## config.mk

```make
export PLATFORM = sky130hd
export DESIGN_NAME = pc_sequencer
export DESIGN_NICKNAME = d
export VERILOG_FILES = /design/src/rtl/pc_seq_pkg.sv /design/src/rtl/pc_sequencer_next_pc_sel.sv /design/src/rtl/pc_sequencer.sv
export SDC_FILE = /design/constraint.sdc
export NUM_CORES = 1
export LEC_CHECK = 0
export BUFFER_PORTS_ARGS = -buffer_cell sky130_fd_sc_hd__buf_2
export CAP_MARGIN = 20
export CORE_MARGIN = 5
export CORE_UTILIZATION = 40
export DETAILED_ROUTE_END_ITERATION = 10
export PLACE_DENSITY = 0.67
export SYNTH_ARGS = -nofsm -noshare
export SYNTH_HDL_FRONTEND = slang
export SYNTH_SLANG_ARGS = --single-unit
```

## constraint.sdc

```tcl
create_clock -name clk -period 2.3 [get_ports clk]
set_input_delay 0.345 -clock clk [delete_from_list [all_inputs] [get_ports clk]]
set_output_delay 0.345 -clock clk [all_outputs]
set_load 0.01 [all_outputs]
```

## src/rtl/pc_seq_pkg.sv

```systemverilog
// Shared definitions for the fetch-side PC sequencer: FSM state encoding,
// default reset PC / increment, and the wrapping PC add helper.
package pc_seq_pkg;

    localparam int PC_W = 16;

    // Fetch FSM states
    typedef enum logic [1:0] {
        ST_IDLE = 2'd0,   // one dead cycle after reset release
        ST_REQ  = 2'd1,   // ready to issue a request at r_pc
        ST_WAIT = 2'd2,   // request outstanding, address held stable
        ST_HALT = 2'd3    // fetching stopped until reset
    } state_t;

    localparam logic [PC_W-1:0] DEF_RESET_PC = 16'h0000;
    localparam logic [PC_W-1:0] DEF_PC_INC   = 16'd1;

    // Sequential step; the sum is truncated to PC_W bits so FFFF+1 wraps to 0000.
    function automatic logic [PC_W-1:0] pc_add(input logic [PC_W-1:0] pc,
                                                input logic [PC_W-1:0] inc);
        return pc + inc;
    endfunction

endpackage

```

## src/rtl/pc_sequencer_next_pc_sel.sv

```systemverilog
// Combinational next-PC priority mux.
// Priority: jump > branch > buffered (pending) redirect > sequential increment.
// o_redirect_hit flags that the chosen PC is a redirect target, which tells
// the sequencer to discard any word fetched from the old path.
module next_pc_sel
    import pc_seq_pkg::*;
(
    input  logic [PC_W-1:0] i_pc,
    input  logic [PC_W-1:0] i_pc_inc,
    input  logic            i_jmp,
    input  logic [PC_W-1:0] i_jmp_target,
    input  logic            i_br_taken,
    input  logic [PC_W-1:0] i_br_target,
    input  logic            i_pend_valid,
    input  logic [PC_W-1:0] i_pend_target,
    output logic [PC_W-1:0] o_next_pc,
    output logic            o_redirect_hit
);

    // Pick the highest-priority PC source; default is the sequential step
    always_comb begin
        o_next_pc      = pc_add(i_pc, i_pc_inc);
        o_redirect_hit = 1'b0;
        if (i_jmp) begin
            o_next_pc      = i_jmp_target;
            o_redirect_hit = 1'b1;
        end else if (i_br_taken) begin
            o_next_pc      = i_br_target;
            o_redirect_hit = 1'b1;
        end else if (i_pend_valid) begin
            o_next_pc      = i_pend_target;
            o_redirect_hit = 1'b1;
        end
    end

endmodule

```

## src/rtl/pc_sequencer.sv

```systemverilog
// Fetch-side PC sequencer: owns the program counter, issues instruction
// memory requests, buffers one fetched instruction for decode, and handles
// branch/jump redirects (immediate or deferred until an outstanding fetch
// returns), decode stall and halt.
module pc_sequencer
    import pc_seq_pkg::*;
#(
    parameter logic [15:0] RESET_PC = DEF_RESET_PC,
    parameter logic [15:0] PC_INC   = DEF_PC_INC
)(
    input  logic        clk,
    input  logic        rst,
    input  logic        stall,
    input  logic        br_taken,
    input  logic [15:0] br_target,
    input  logic        jmp,
    input  logic [15:0] jmp_target,
    input  logic        halt,
    output logic        imem_req,
    output logic [15:0] imem_addr,
    input  logic        imem_ack,
    input  logic [15:0] imem_rdata,
    output logic        instr_valid,
    output logic [15:0] instr,
    output logic [15:0] instr_pc,
    output logic [15:0] pc_out,
    output logic        halted
);

    // ------------------------------------------------------------------
    // Registers
    // ------------------------------------------------------------------
    state_t      r_state;
    logic [15:0] r_pc;
    logic        r_pend_valid;
    logic [15:0] r_pend_target;
    logic        r_halt_seen;
    logic        r_instr_valid;
    logic [15:0] r_instr;
    logic [15:0] r_instr_pc;

    // ------------------------------------------------------------------
    // Combinational signals
    // ------------------------------------------------------------------
    state_t      w_state_next;
    logic        w_req;
    logic        w_ack_fire;
    logic        w_active;
    logic        w_jmp;
    logic        w_br;
    logic        w_new_redir;
    logic        w_halt_any;
    logic        w_buf_free;
    logic [15:0] w_next_pc;
    logic        w_redirect_hit;

    // Redirects have no effect once halted; the buffered word still drains.
    assign w_active    = (r_state != ST_HALT);
    assign w_jmp       = jmp & w_active;
    assign w_br        = br_taken & w_active;
    assign w_new_redir = w_jmp | w_br;

    // A halt request seen this cycle counts immediately, not just next cycle.
    assign w_halt_any  = halt | r_halt_seen;

    // The buffer can take a new word if it is empty or being consumed now.
    assign w_buf_free  = ~r_instr_valid | ~stall;

    next_pc_sel u_next_pc_sel (
        .i_pc           (r_pc),
        .i_pc_inc       (PC_INC),
        .i_jmp          (w_jmp),
        .i_jmp_target   (jmp_target),
        .i_br_taken     (w_br),
        .i_br_target    (br_target),
        .i_pend_valid   (r_pend_valid),
        .i_pend_target  (r_pend_target),
        .o_next_pc      (w_next_pc),
        .o_redirect_hit (w_redirect_hit)
    );

    // FSM next state, memory request and fetch-completion decode
    always_comb begin
        w_state_next = r_state;
        w_req        = 1'b0;
        w_ack_fire   = 1'b0;
        case (r_state)
            ST_IDLE: begin
                w_state_next = ST_REQ;
            end
            ST_REQ: begin
                // No request is outstanding here, so halt stops fetching at once.
                if (w_halt_any) begin
                    w_state_next = ST_HALT;
                end else if (w_buf_free) begin
                    w_req = 1'b1;
                    if (imem_ack) begin
                        w_ack_fire   = 1'b1;
                        w_state_next = ST_REQ;
                    end else begin
                        w_state_next = ST_WAIT;
                    end
                end
            end
            ST_WAIT: begin
                w_req = 1'b1;
                if (imem_ack) begin
                    w_ack_fire   = 1'b1;
                    w_state_next = w_halt_any ? ST_HALT : ST_REQ;
                end
            end
            ST_HALT: begin
                w_state_next = ST_HALT;
            end
            default: begin
                w_state_next = ST_IDLE;
            end
        endcase
    end

    // FSM state register
    always_ff @(posedge clk or negedge rst) begin
        if (!rst) begin
            r_state <= ST_IDLE;
        end else begin
            r_state <= w_state_next;
        end
    end

    // Program counter and deferred-redirect register
    always_ff @(posedge clk or negedge rst) begin
        if (!rst) begin
            r_pc          <= RESET_PC;
            r_pend_valid  <= 1'b0;
            r_pend_target <= 16'h0000;
        end else if (w_ack_fire) begin
            // Fetch returns: step sequentially or take the winning redirect.
            r_pc         <= w_next_pc;
            r_pend_valid <= 1'b0;
        end else if (w_new_redir) begin
            if (w_req) begin
                // A request is in flight at r_pc; keep the address stable and
                // apply the target when the ack arrives (later redirects win).
                r_pend_valid  <= 1'b1;
                r_pend_target <= w_next_pc;
            end else begin
                r_pc <= w_next_pc;
            end
        end
    end

    // Halt request latch; only reset clears it
    always_ff @(posedge clk or negedge rst) begin
        if (!rst) begin
            r_halt_seen <= 1'b0;
        end else if (halt) begin
            r_halt_seen <= 1'b1;
        end
    end

    // One-entry instruction buffer toward decode
    always_ff @(posedge clk or negedge rst) begin
        if (!rst) begin
            r_instr_valid <= 1'b0;
            r_instr       <= 16'h0000;
            r_instr_pc    <= 16'h0000;
        end else if (w_ack_fire && !w_redirect_hit) begin
            r_instr_valid <= 1'b1;
            r_instr       <= imem_rdata;
            r_instr_pc    <= r_pc;
        end else if (w_new_redir || w_ack_fire) begin
            // Redirect flushes; an ack reaching here carried a wrong-path word.
            r_instr_valid <= 1'b0;
        end else if (r_instr_valid && !stall) begin
            r_instr_valid <= 1'b0;
        end
    end

    // ------------------------------------------------------------------
    // Outputs
    // ------------------------------------------------------------------
    assign imem_req    = w_req;
    assign imem_addr   = r_pc;
    assign pc_out      = r_pc;
    assign instr_valid = r_instr_valid;
    assign instr       = r_instr;
    assign instr_pc    = r_instr_pc;
    assign halted      = (r_state == ST_HALT);

endmodule
```

Word-level counts from Yosys, hierarchy flattened

Index checks and enable logic that the tools add are counted.

Output and inout port bits: 67
Logic and storage cells: 65
Flip-flop bits (word level): 69
Input bits: 55

Equal/unequal tests: 7
Mux-type cells: 28
Add/sub/neg operators: 1
Reduce and logical (&&, ||, !) cells: 13
Bitwise gates (word level): 8

Operators by type and width:

| cell                                                            | count |
|---|---|
| 16-bit two-way mux                                              | 6 |
| 16-bit by 1-bit adder with 16-bit output, second input constant | 1 |
| 1-bit two-way mux                                               | 14 |
| 2-bit two-way mux                                               | 5 |
| 2-bit case mux with 4 select lines                              | 1 |
| 2-bit AND reduction                                             | 3 |
| 2-bit == test, second input constant                            | 2 |
| 2-bit != test, second input constant                            | 2 |
| 1-bit case mux with 2 select lines                              | 2 |
| 2-bit nonzero test                                              | 2 |
| 3-bit != test, second input constant                            | 1 |
| 1-bit NOT                                                       | 3 |
| 1-bit bitwise OR                                                | 3 |
| 3-bit AND reduction                                             | 1 |
| 3-bit nonzero test                                              | 1 |
| 1-bit bitwise AND                                               | 2 |
| 2-bit by 1-bit == test with 1-bit output, second input constant | 1 |
| 1-bit logical AND                                               | 2 |
| 1-bit logical NOT                                               | 2 |
| 2-bit logical NOT                                               | 1 |
| 2-bit by 1-bit != test with 1-bit output, second input constant | 1 |
| 1-bit logical OR                                                | 1 |

Longest topological paths before layout

Word-level depth: 8
Gate-level depth with buffers: 10
Depth with buffers taken out: 8

Cells and area by module

A second synthesis with hierarchy kept.

Cell total of the unflattened synthesis: 387
Area total of the unflattened synthesis: 4157.7 um^2

By module, submodules not included:

| module       | seq. area each (um^2) | area an instance (um^2) | times used | cells an instance |
|---|---|---|---|---|
| pc_sequencer | 1726.7                | 2944.1                  | 1          | 193 |
| next_pc_sel  | 0.0                   | 1213.7                  | 1          | 194 |

Worst setup path before layout

Ideal clock, no wire load.

Path type: register to register
Start: register r_state[0]
End: register r_pc[3], in the netlist imem_addr[3]
Data required time: 2.175 ns
Path slack: 0.026 ns
Arrival: 2.149 ns
Buffers on the path: 1
Clock period less this slack: 2.274 ns
Cell stages (with the launch flop): 8
Library setup time: 0.125 ns
Cell sequence: dfrtp_1 inv_1 ha_1 and2_2 a41oi_2 mux2i_1 buf_2 mux2_2

Word-level cells in the longest chain between the ends: 7
Elaborated cells between the ends (all ways): 16
Those cells by class: 4 x eq/ne; 7 x mux; 3 x bitwise; 2 x reduce/logical

RTL lines:

| what                   | line                           | source |
|---|---|---|
| from (decl)            | pc_sequencer.sv:33             | `state_t r_state;` |
| from (signal assigned) | pc_sequencer.sv:126            | `r_state <= w_state_next;` |
| 2-bit != test          | pc_sequencer.sv:58             | `assign w_active = (r_state != ST_HALT);` |
| 1-bit bitwise AND      | pc_sequencer.sv:60             | `assign w_br = br_taken & w_active;` |
| 16-bit two-way mux     | pc_sequencer_next_pc_sel.sv:27 | `end else if (i_br_taken) begin` |
| 16-bit two-way mux     | pc_sequencer_next_pc_sel.sv:24 | `if (i_jmp) begin` |
| 16-bit two-way mux     | pc_sequencer.sv:141            | `if (w_req) begin` |
| 16-bit two-way mux     | pc_sequencer.sv:140            | `end else if (w_new_redir) begin` |
| 16-bit two-way mux     | pc_sequencer.sv:136            | `end else if (w_ack_fire) begin` |
| to (signal assigned)   | pc_sequencer.sv:138            | `r_pc <= w_next_pc;` |
| to (signal assigned)   | pc_sequencer.sv:147            | `r_pc <= w_next_pc;` |
| to (decl)              | pc_sequencer.sv:34             | `logic [15:0] r_pc;` |

Several ways; a longest one is shown, not always the timed one. The select of a mux whose other input is x is not followed.
A chain may end at the register's enable or synchronous reset.

Worst setup path after layout

Start: register r_state[1]
End: output imem_req

Word-level cells in the longest chain between the ends: 2
Elaborated cells between the ends (all ways): 3
Those cells by class: 2 x eq/ne; 1 x mux

RTL lines:

| what                                                                      | line               | source |
|---|---|---|
| 2-bit == test or 2-bit by 1-bit == test with 1-bit output (tied branches) | pc_sequencer.sv:87 | `case (r_state)` |
| 1-bit case mux with 2 select lines *                                      | pc_sequencer.sv:87 |  |
| to (decl)                                                                 | pc_sequencer.sv:19 | `output logic imem_req,` |

Mark *: on every way between the ends. The rest lies on a longest branch, timed or not.

==> reports/qor.csv <==
metric;value;unit
outcome;complete, no violations;
die_w;108.7;µm
hpwl;7497;µm
max_freq;0.4540;GHz
core-area;9639;µm²
power_density;1358;nW/µm²
worst_slew_pin_slew;525.0;ps
synth_area;3895;µm²
critPathLaunchType;flip-flop;
ant_nets;0;
synth_edf_count;0;
gp_congestion;0.8951;
hold_ws;228.2;ps
drive_gt1_share;45.05;%
rows;36;
worstSetupPathType;flip-flop to primary output;
synth_async_sr_flop_share;100.0;%
io_pins;122;
cap_violations;0;
grt_max_degree;40;
syn2layout_area_growth;23.32;%
min_path_type;input port to flip-flop;
clk_latency;340;ps
tns;0;ps
cts.sinks;69;
vias_per_cell;5.222;
nets;532;
drc;0;
slew-limit-headroom;65.00;%
final_cell_mix;buf_2 (120), dfrtp_1 (69), mux2_4 (30);
grt_use_total;17.72;%
layout_commonest_cell;buf_2;
worstPathMaxFanout;4;
cp.arrival;1860;ps
final_area;4803;µm²
dpl_cell_area;4552;µm²
wl_per_cell;16.89;µm
ctsRootBufferMaster;clkbuf_8;
htreeDepth;3;
drt_pass1_iterations;5;
antenna_cells;0;
yosysWarnings;0;
synth_cell_types;47;
wl;10270;µm
vias;3175;
synthFlopType;dfrtp_1;
final_core_util;49.83;%
start_util;40.41;%
post-route-period-util;95.76;%
leakagePower;2.420;nW
drt_iter0_drc;188;
post_synth.cell_area_avg;10.85;µm²
syn-num-nets;419;
worstPathRequired;1960;ps
min_period;2203;ps
grt_pass1_vias;3232;
io_buffers;121;
peakVddDrop;523.9;µV
cts.clk_slew.worst_paths;70;ps
antenna_found_initial;0;
ys_seq_elements;69;
ys_top_cells_by_area;dfrtp_1 (44%), mux2_4 (12%), mux2_2 (6.4%);
cts_max_path_buffers;2;
yosysTopAreaCell;dfrtp_1;
endpoint_kind;primary output;
setup_viol;0;
grt-ovfl-total;0;
rsz0062_at_grt;false;
finalMaxSlewViolations;0;
cts_tree;built;
netlist_instances;359;
yosysSeqAreaShare;44.33;%
hold_viol;0;
grt_pass1_wl;16300;µm
fin_skew;8.557;ps
synth_top_area_share;44.33;%
numCtsBuffers;9;
die_y;108.7;µm
dieArea;11810;µm²
power by group:
group	switching, mW	total (mW)	internal, mW
logic	1.63	3.25	1.62
registers	0.495	2.25	1.76
clock network	0.446	1.02	0.579
Yosys cell counts, drive strengths merged, types with 7 or more instances:
| cell type | n |
|---|---|
| o21ai | 17 |
| o22ai | 12 |
| inv | 13 |
| clkbuf | 14 |
| nor2 | 18 |
| nor2b | 7 |
| buf | 23 |
| nor3 | 7 |
| a22oi | 7 |
| mux2 | 52 |
| dfrtp | 69 |
| a21oi | 24 |
| nand2 | 27 |
metal layers:
metal,global-route usage (%),wire length [µm]
met2,28.82,4902
met1,23.34,4686
met5,0,0
met4,7.033,180
met3,3.375,500
path summary, 6_finish.rpt:
path / slack, ps / start / end / depth (start not counted)
min reg2reg: 480 / r_pend_target[10] / r_pend_target[10] / 2
min: 230 / imem_rdata[8] / instr[8] / 2
min in group asynchronous: 510 / rst / imem_addr[11] / 2
max: 100 / r_state[1] / imem_req / 7
max reg2reg: 120 / r_state[0] / r_pend_target[3] / 6
max in group asynchronous: 1230 / rst / instr[7] / 3
what timing repair did:
action                                  4_1_cts  5_1_grt
pin swaps                                     0        0
resized for setup                             2        4
hold endpoints to repair                     19        0
buffers inserted                              1        0
gates cloned                                  0        0
hold buffers                                  1        0
endpoints found under the setup margin       14       33
cell type report:
| type | instances | area (µm²) |
|---|---|---|
| clock buffer | 13 | 168.9 |
| sequential | 69 | 1727 |
| multi-input combinational | 240 | 1884 |
| fill | 908 | 4836 |
| inverter | 13 | 48.80 |
| timing repair buffer | 139 | 778.2 |
| clock inverter | 1 | 30.03 |
| tap | 133 | 166.4 |
state kept, by name, summed over array words and instances, names as in the netlist:
register / flops
imem_addr: 16
instr: 16
instr_pc: 16
r_pend_target: 16
r_state: 2
instr_valid: 1
r_halt_seen: 1
r_pend_valid: 1
worst max-delay path: stages (launching register included):
cell,delay (ps)
dfrtp_1,380
buf_4,140
ha_1,220
and2_2,200
a41oi_4,230
inv_2,60
buf_4,160
buf_2,140
kinds of logic after synthesis:
kind of cell,Yosys count,share of synthesized area [%]
fa+ha+maj,5,1.606
compound gates,80,13.01
xor+xnor,11,2.473
mux,58,19.47
flops,69,44.33
buf+inv,50,8.127
simple gates,86,10.99
per-stage QoR:
stage          instances  setup WS (ps)  power, mW
2_1_floorplan        359          26.49      4.421
3_3_place_gp         592          47.84      5.353
3_5_place_dp         592         -40.91      5.454
4_1_cts              608          25.23      6.531
5_1_grt              608          14.39      6.980
6_report             608          97.45      6.525
Power figures use the tool's default switching activity.
